### config.mk
export PLATFORM = sky130hd
export DESIGN_NAME = pipeline_ctrl_flat
export DESIGN_NICKNAME = d
export VERILOG_FILES = /design/src/rtl/pipeline_ctrl_pkg.sv /design/src/rtl/pipeline_ctrl_if.sv /design/src/rtl/pipeline_ctrl_stall_encoder.sv /design/src/rtl/pipeline_ctrl.sv /design/src/flat_wrapper.sv
export SDC_FILE = /design/constraint.sdc
export NUM_CORES = 1
export LEC_CHECK = 0
export ABC_AREA = 0
export CAP_MARGIN = 20
export CORE_MARGIN = 2
export CORE_UTILIZATION = 50
export DETAILED_ROUTE_END_ITERATION = 8
export GPL_TIMING_DRIVEN = 1
export PLACE_DENSITY = 0.94
export SYNTH_ARGS = -nofsm -noshare
export SYNTH_HDL_FRONTEND = slang
export SYNTH_SLANG_ARGS = --single-unit
### constraint.sdc
create_clock -name clk -period 7.5 [get_ports clk]
set_input_delay 1.5 -clock clk [delete_from_list [all_inputs] [get_ports clk]]
set_output_delay 1.5 -clock clk [all_outputs]
set_load 0.03 [all_outputs]
### src/rtl/pipeline_ctrl_pkg.sv
// Shared pipeline types and stall thermometer constants for the stall/flush controller.
package pipeline_ctrl_pkg;

  typedef logic        Bit_t;
  typedef logic [5:0]  Stall_t;
  typedef logic [31:0] Inst_addr_t;

  localparam Bit_t       ENABLE        = 1'b1;
  localparam Bit_t       DISABLE       = 1'b0;
  localparam Inst_addr_t PC_RESET_ADDR = 32'hBFC0_0000;

  // Bit order: 0 pc, 1 if, 2 id, 3 ex, 4 mem, 5 wb.
  localparam Stall_t STALL_NONE     = 6'b000000;
  localparam Stall_t STALL_FROM_IF  = 6'b000011;
  localparam Stall_t STALL_FROM_ID  = 6'b000111;
  localparam Stall_t STALL_FROM_EX  = 6'b001111;
  localparam Stall_t STALL_FROM_MEM = 6'b011111;
  localparam Stall_t STALL_ALL      = 6'b111111;

  function automatic Bit_t is_stalled(input Stall_t s);
    return (s != STALL_NONE) ? ENABLE : DISABLE;
  endfunction

endpackage

### src/rtl/pipeline_ctrl_if.sv
// Stall request / exception / redirect bundle between the pipeline stages and pipeline_ctrl.
interface pipeline_ctrl_if #(
  parameter int CNT_WIDTH = 32
);
  import pipeline_ctrl_pkg::*;

  Bit_t                 stallreq_if;
  Bit_t                 stallreq_id;
  Bit_t                 stallreq_ex;
  Bit_t                 stallreq_mem;
  Bit_t                 excp_valid;
  Inst_addr_t           excp_target;
  Bit_t                 if_busy;
  Stall_t               stall;
  Bit_t                 flush;
  Inst_addr_t           new_pc;
  logic [CNT_WIDTH-1:0] stall_cycles;

  modport master (
    output stallreq_if, stallreq_id, stallreq_ex, stallreq_mem,
    output excp_valid, excp_target, if_busy,
    input  stall, flush, new_pc, stall_cycles
  );

  modport slave (
    input  stallreq_if, stallreq_id, stallreq_ex, stallreq_mem,
    input  excp_valid, excp_target, if_busy,
    output stall, flush, new_pc, stall_cycles
  );

endinterface

### src/rtl/pipeline_ctrl_stall_encoder.sv
// Combinational priority encoder: highest requesting stage picks the stall thermometer.
module stall_encoder
  import pipeline_ctrl_pkg::*;
(
  input  Bit_t   req_if,
  input  Bit_t   req_id,
  input  Bit_t   req_ex,
  input  Bit_t   req_mem,
  output Stall_t stall
);

  always_comb begin
    stall = STALL_NONE;
    if (req_mem)     stall = STALL_FROM_MEM;
    else if (req_ex) stall = STALL_FROM_EX;
    else if (req_id) stall = STALL_FROM_ID;
    else if (req_if) stall = STALL_FROM_IF;
  end

endmodule

### src/rtl/pipeline_ctrl.sv
// Stall/flush controller: zero-latency stall vector, one-cycle flush + redirect, parks
// exceptions until IF's bus transaction completes; exports a saturating stall-cycle counter.
module pipeline_ctrl
  import pipeline_ctrl_pkg::*;
#(
  parameter int CNT_WIDTH = 32
) (
  input  logic                  clk,
  input  logic                  rst,
  pipeline_ctrl_if.slave        bus
);

  typedef enum logic {
    RUN,
    WAIT_IF
  } state_t;

  state_t               state_q;
  state_t               state_d;
  Inst_addr_t           pend_pc_q;
  logic [CNT_WIDTH-1:0] cnt_q;
  Stall_t               req_stall;
  Stall_t               stall;
  Bit_t                 flush;
  Inst_addr_t           new_pc;
  Bit_t                 park;

  stall_encoder u_enc (
    .req_if  (bus.stallreq_if),
    .req_id  (bus.stallreq_id),
    .req_ex  (bus.stallreq_ex),
    .req_mem (bus.stallreq_mem),
    .stall   (req_stall)
  );

  always_comb begin
    state_d = state_q;
    stall   = STALL_NONE;
    flush   = DISABLE;
    new_pc  = PC_RESET_ADDR;
    park    = DISABLE;
    if (!rst) begin
      unique case (state_q)
        RUN: begin
          if (bus.excp_valid) begin
            if (bus.if_busy) begin
              // IF cannot abandon its fetch: freeze everything and redirect later.
              stall   = STALL_ALL;
              park    = ENABLE;
              state_d = WAIT_IF;
            end else begin
              flush  = ENABLE;
              new_pc = bus.excp_target;
            end
          end else begin
            stall = req_stall;
          end
        end
        WAIT_IF: begin
          if (bus.if_busy) begin
            stall = STALL_ALL;
          end else begin
            flush   = ENABLE;
            new_pc  = pend_pc_q;
            state_d = RUN;
          end
        end
        default: state_d = RUN;
      endcase
    end
  end

  always_ff @(posedge clk) begin
    if (rst) begin
      state_q   <= RUN;
      pend_pc_q <= PC_RESET_ADDR;
      cnt_q     <= '0;
    end else begin
      state_q <= state_d;
      if (park) pend_pc_q <= bus.excp_target;
      if (is_stalled(stall) && (cnt_q != {CNT_WIDTH{1'b1}})) cnt_q <= cnt_q + 1'b1;
    end
  end

  assign bus.stall        = stall;
  assign bus.flush        = flush;
  assign bus.new_pc       = new_pc;
  assign bus.stall_cycles = cnt_q;

endmodule

### src/flat_wrapper.sv
// flat-port wrapper written by rule: the top's interface ports become plain ports
module pipeline_ctrl_flat import pipeline_ctrl_pkg::*;
#(
  parameter int CNT_WIDTH = 32
)
  (clk, rst, bus_stallreq_if, bus_stallreq_id, bus_stallreq_ex, bus_stallreq_mem, bus_excp_valid, bus_excp_target, bus_if_busy, bus_stall, bus_flush, bus_new_pc, bus_stall_cycles);
  pipeline_ctrl_if #(.CNT_WIDTH(CNT_WIDTH)) bus_i ();
  input  logic clk;
  input  logic rst;
  input wire logic [$bits(bus_i.stallreq_if)-1:0] bus_stallreq_if;
  input wire logic [$bits(bus_i.stallreq_id)-1:0] bus_stallreq_id;
  input wire logic [$bits(bus_i.stallreq_ex)-1:0] bus_stallreq_ex;
  input wire logic [$bits(bus_i.stallreq_mem)-1:0] bus_stallreq_mem;
  input wire logic [$bits(bus_i.excp_valid)-1:0] bus_excp_valid;
  input wire logic [$bits(bus_i.excp_target)-1:0] bus_excp_target;
  input wire logic [$bits(bus_i.if_busy)-1:0] bus_if_busy;
  output wire logic [$bits(bus_i.stall)-1:0] bus_stall;
  output wire logic [$bits(bus_i.flush)-1:0] bus_flush;
  output wire logic [$bits(bus_i.new_pc)-1:0] bus_new_pc;
  output wire logic [$bits(bus_i.stall_cycles)-1:0] bus_stall_cycles;
  assign bus_i.stallreq_if = bus_stallreq_if;
  assign bus_i.stallreq_id = bus_stallreq_id;
  assign bus_i.stallreq_ex = bus_stallreq_ex;
  assign bus_i.stallreq_mem = bus_stallreq_mem;
  assign bus_i.excp_valid = bus_excp_valid;
  assign bus_i.excp_target = bus_excp_target;
  assign bus_i.if_busy = bus_if_busy;
  assign bus_stall = bus_i.stall;
  assign bus_flush = bus_i.flush;
  assign bus_new_pc = bus_i.new_pc;
  assign bus_stall_cycles = bus_i.stall_cycles;
  pipeline_ctrl #(.CNT_WIDTH(CNT_WIDTH)) u_core (.clk(clk), .rst(rst), .bus(bus_i));
endmodule
After elaboration in Yosys (flattened, before gate mapping)
Cells that the tools add are included.
W data, S select, Z words.
{"block": "classes", "div_mod_pow": 0, "n_bitwise": 1, "reduce_logical": 2, "mul": 0, "add_sub_neg": 1, "eq_ne": 1, "mux": 23, "magnitude_cmp": 0, "n_shift": 0}
{"operator": "$mux W32", "n": 4}
{"operator": "$pmux W32 S2", "n": 1}
{"operator": "$mux W6", "n": 6}
{"operator": "$add A32 B1 Y32 const B", "n": 1}
{"operator": "$ne A32 B32 Y1 const B", "n": 1}
{"operator": "$pmux W6 S2", "n": 1}
{"operator": "$mux W1", "n": 8}
{"operator": "$reduce_bool A6 Y1", "n": 1}
{"operator": "$pmux W1 S2", "n": 2}
{"operator": "$mux W2", "n": 1}
{"operator": "$logic_and A1 B1 Y1", "n": 1}
{"operator": "$not A1 Y1", "n": 1}
{"block": "totals", "mem_bits_rw": 0, "input_bits": 40, "romBits": 0, "regBits": 65, "memories": 0, "latch_bits": 0}

Longest topological paths before layout
{"block": "depth", "depth_word": 10, "depth_mapped": 7, "ltp_nobuf": 6}

Cells and area by module
Synthesis repeated with hierarchy kept, for this count alone.
{"block": "hier_totals", "cells_unflattened": 433, "area_unflattened_um2": 3363.2}
{"mod": "pipeline_ctrl", "area_each_um2": 3316.9, "cells_per_inst": 426, "seq_area_each_um2": 1301.2, "instances": 1}
{"mod": "stall_encoder", "area_each_um2": 46.3, "cells_per_inst": 7, "seq_area_each_um2": 0.0, "instances": 1}

Worst setup path after synthesis
OpenSTA, ideal clock, no wires.
{"block": "synth_path", "path_kind": "input port to output port", "start": "in bus_stallreq_mem", "end": "out bus_stall[1]", "arrival_ns": 3.294, "t_required_ns": 6.000, "path_stages": 6, "path_buffers": 2, "path_slack_ns": 2.706, "cell_sequence": "or4_1 -> o211a_2 -> nor2_1 -> clkbuf_1 -> inv_1 -> buf_4"}
{"block": "synth_between", "elab_chain_len": 4}
{"item": "start, declared", "line_no": "flat_wrapper.sv:13", "text": "input wire logic [$bits(bus_i.stallreq_mem)-1:0] bus_stallreq_mem;"}
{"item": "$mux W6", "line_no": "pipeline_ctrl_stall_encoder.sv:14", "text": "if (req_mem) stall = STALL_FROM_MEM;"}
{"item": "$mux W6", "line_no": "pipeline_ctrl.sv:45", "text": "if (bus.excp_valid) begin"}
{"item": "$pmux W6 S2", "line_no": "pipeline_ctrl.sv:43", "text": "unique case (state_q)"}
{"item": "$mux W6", "line_no": "pipeline_ctrl.sv:42", "text": "if (!rst) begin"}
{"item": "end, declared", "line_no": "flat_wrapper.sv:17", "text": "output wire logic [$bits(bus_i.stall)-1:0] bus_stall;"}
No other way between the ends.

Worst setup path in the final report
{"block": "layout_path", "start": "in rst", "end": "out bus_stall[1]"}
{"block": "layout_between", "elab_chain_len": 1}
{"item": "start, declared", "line_no": "flat_wrapper.sv:9", "text": "input logic rst;"}
{"item": "$mux W6", "line_no": "pipeline_ctrl.sv:42"}
No other way between the ends.

==> key figures <==
Clock tree
  • Post-CTS Hold Buffers: 0
  • Clk pin slew, worst setup/hold paths: 60 ps
  • Bufs on Longest Clock Path: 2
  • Post-CTS Setup Repair Bufs: 0
  • Insertion delay to the later sink of the worst-skew pair: 350 ps
  • CTS root buffer: clkbuf_8
  • H-tree lvl count: 3
  • CTS tree: yes
  • Clock sinks: 65
  • Cts repair resizes: 0
  • Num CTS Buffers: 9

Routing
  • Iteration-0 DRC Markers: 253
  • Routed vias/inst: 5.965
  • Pre-antenna DRT Iters: 5
  • Post-route ant nets: 0
  • Vias: 3573
  • WL final: 9346 um
  • DR WL/cell: 15.60 um
  • Drc violations: 0

Placement
  • Pre-CTS WS: 1571 ps
  • Placer Congestion: 0.8647
  • Area after DPL: 4459 sq um
  • Detailed Place HPWL: 6451 um
  • PortBufs: 110

Power and ir drop
  • Power per cell area: 173.5 nW/um^2
  • Design Power: 0.8075 mW
  • Peak supply drop: 0.1151 mV
  • P_leak: 1.585 nW

Setup path
  • Worst flop-to-flop path startpoint: u_core.state_q$_SDFF_PP0_
  • Reg2reg setup slack: 4500 ps
  • R2R Path End: u_core.bus.stall_cycles[24]$_SDFFE_PP0P_
  • Reg2Reg Depth: 5
  • Crit Path Max Fanout: 58
  • Req. time, crit path: 6000 ps
  • Critical path capture point type: output port
  • CP startpoint kind: primary input
  • CP arrival: 4490 ps
  • Crit path kind: in2out

Flow run
  • Max-Cap Viols: 0

Floorplan
  • Initial Utilization: 52.46%
  • Total die area: 7411 sq um
  • Die W: 86.09 um
  • Core ar.: 6422 sq um
  • Row count: 29
  • IO Pins: 111
  • Die H: 86.09 um

Synth
  • Post-synthesis instance area: 3369 sq um
  • Largest area contributor in the netlist: dfxtp_1
  • Syn. warnings: 0
  • Synth Area per Inst: 7.947 sq um
  • Largest cells by area after synthesis: dfxtp_1, nand2_1, mux2i_1
  • Post-synthesis async set-or-reset flop share: 0%
  • Post-synth EDFFs: 0
  • #FFs+latches synth: 65
  • Syn_nets: 465
  • Top cell type's share of synthesized area: 38.62%
  • Synth Instances: 424
  • Synth Flop Type: dfxtp_1
  • Synth unique cells: 42
  • Register area share after synthesis: 38.62%

Timing
  • Minimum clock period: 5990 ps
  • Final Max Slew Viols: 0
  • Final setup viols: 0
  • Worst Tran Pin Value: 1097 ps
  • Period utilization: 79.86%
  • Fmax: 167.0 MHz
  • Final hold vios: 0
  • Final worst slack: 1510 ps
  • Unrepaired setup endpoints after global routing: false
  • Total Negative Setup Slacks: 0 ps
  • Slew margin rel.: 26.84%
  • Clock skew: 9.952 ps

Final layout
  • Area Growth Syn to Fin: 38.14%
  • Share of layout cells above drive strength 1: 6.130%
  • Nets: 559
  • Fillers: 476
  • Number of diodes: 0
  • Fin area: 4654 sq um

Global routing
  • Overall routing resource usage: 25.06%
  • Global Route met3 Usage: 5.775%
  • M2 GR Usage: 42.57%
  • Pin count of the biggest net entering global routing: 59
  • Vias in the first global route: 3218
  • Total grt overflow: 0
  • GR Layer Usage met1: 31.46%
  • Top Usage Layer GRT: met2
  • Global-route wire length before repair: 15000 um
  • Initial antenna violation count: 0

Worst hold path
  • Min-delay src: u_core.pend_pc_q[8]$_SDFFE_PP0P_
  • Hold path endpoint: u_core.pend_pc_q[8]$_SDFFE_PP0P_
  • Hold Path Depth: 2
  • Hold crit path type: reg2reg

Run status
  • Run status: completed
cells in the mapped netlist (2+ instances only):
cell       n
nor2b_1    6
nand3_1   20
dfxtp_1   65
mux2_2     4
o41ai_1    7
clkinv_1   2
clkbuf_1  19
o21ai_0    8
buf_1      3
or3_1      7
or4_1     13
o21a_1     2
and4_1     3
nor4_1     4
a21oi_1   41
buf_4      2
o211ai_1   3
mux2i_1   32
mux2_4     2
nor3_1     5
nor2_1    36
nand2_1   88
and3_1     4
nand4_1    4
buf_2      4
o31ai_1   12
o311ai_0   7
inv_1      5
o31a_1     2
o21ai_1    2
final cells by class:
| class | instances | area [sq um] | area share [%] |
|---|---|---|---|
| multi-input cells | 323 | 1916 | 41.16 |
| flip-flops and latches | 65 | 1303 | 27.98 |
| repair buffers | 112 | 1119 | 24.03 |
| clock buffers | 12 | 155.1 | 3.333 |
| well taps | 77 | 96.34 | 2.070 |
| clock inverters | 3 | 40.04 | 0.8602 |
| inverters | 7 | 26.28 | 0.5645 |
through the flow:
stage | instances | util (%) | hold slack, ps
after floorplan | 424 | - | 436.0
after global routing | 599 | 72.47 | 472.0
final | 599 | 72.47 | 458.1
after global placement | 583 | 69.20 | 441.3
after CTS | 599 | 72.47 | 459.3
after detailed placement | 584 | 69.43 | 449.9
layer usage:
layer / vias to the layer above / share of wire, % / wire length [um]
li1: 1714 / - / -
met1: 1692 / 42 / 3963
met2: 155 / 49 / 4582
met3: 12 / 7.3 / 680
met4: 0 / 1.3 / 119
met5: - / 0 / 0
state kept, by name, indices dropped and copies added, names as in the netlist:
register / cells
u_core.bus.stall_cycles: 32
u_core.state_q: 1
u_core.pend_pc_q: 32
worst max-delay path by stage:
| stage | from | to | cells past startpoint |
|---|---|---|---|
| 6_report | rst | bus_stall[1] | 7 |
| 5_1_grt | rst | bus_stall[1] | 7 |
| 4_1_cts | rst | bus_stall[1] | 7 |
| 3_5_place_dp | rst | bus_stall[1] | 7 |
| 3_3_place_gp | rst | bus_stall[0] | 7 |
| 2_1_floorplan | bus_stallreq_mem | bus_stall[1] | 6 |
power breakdown:
group | switching, mW | leakage [nW] | internal [mW]
logic | 0.0719 | 0.954 | 0.0613
registers | 0.0140 | 0.529 | 0.358
clock network | 0.134 | 0.102 | 0.169
layout by cell type, fill, tap and decap left out, types with 6 or more instances in the layout:
| cell type | n |
|---|---|
| o311ai_0 | 7 |
| or3_1 | 7 |
| dfxtp_1 | 64 |
| o21ai_0 | 8 |
| nor2_1 | 35 |
| or4_1 | 13 |
| nand2_1 | 88 |
| clkbuf_8 | 11 |
| o31ai_1 | 12 |
| clkdlybuf4s50_1 | 109 |
| a21oi_1 | 41 |
| mux2i_1 | 32 |
| nor2b_1 | 6 |
| o41ai_1 | 7 |
| nand3_1 | 20 |
cells by family (layout without fill, tap and decap cells):
| logic type | after synthesis | after routing | synth area share, % |
|---|---|---|---|
| AOI/OAI and AO/OA | 88 | 88 | 16.71 |
| adders and majority gates | 1 | 1 | 0.3713 |
| buffers and inverters | 36 | 134 | 4.605 |
| DFF | 65 | 65 | 38.62 |
| muxes | 38 | 38 | 11.73 |
| and+or+nand+nor | 196 | 196 | 27.96 |
critical path, stage by stage:
cell and delay (ps):
buf_2 780, clkinv_1 760, o211a_2 360, nor2_1 110
buf_4 270, inv_1 80, clkdlybuf4s50_1 600
(Power assumes the default switching activity.)
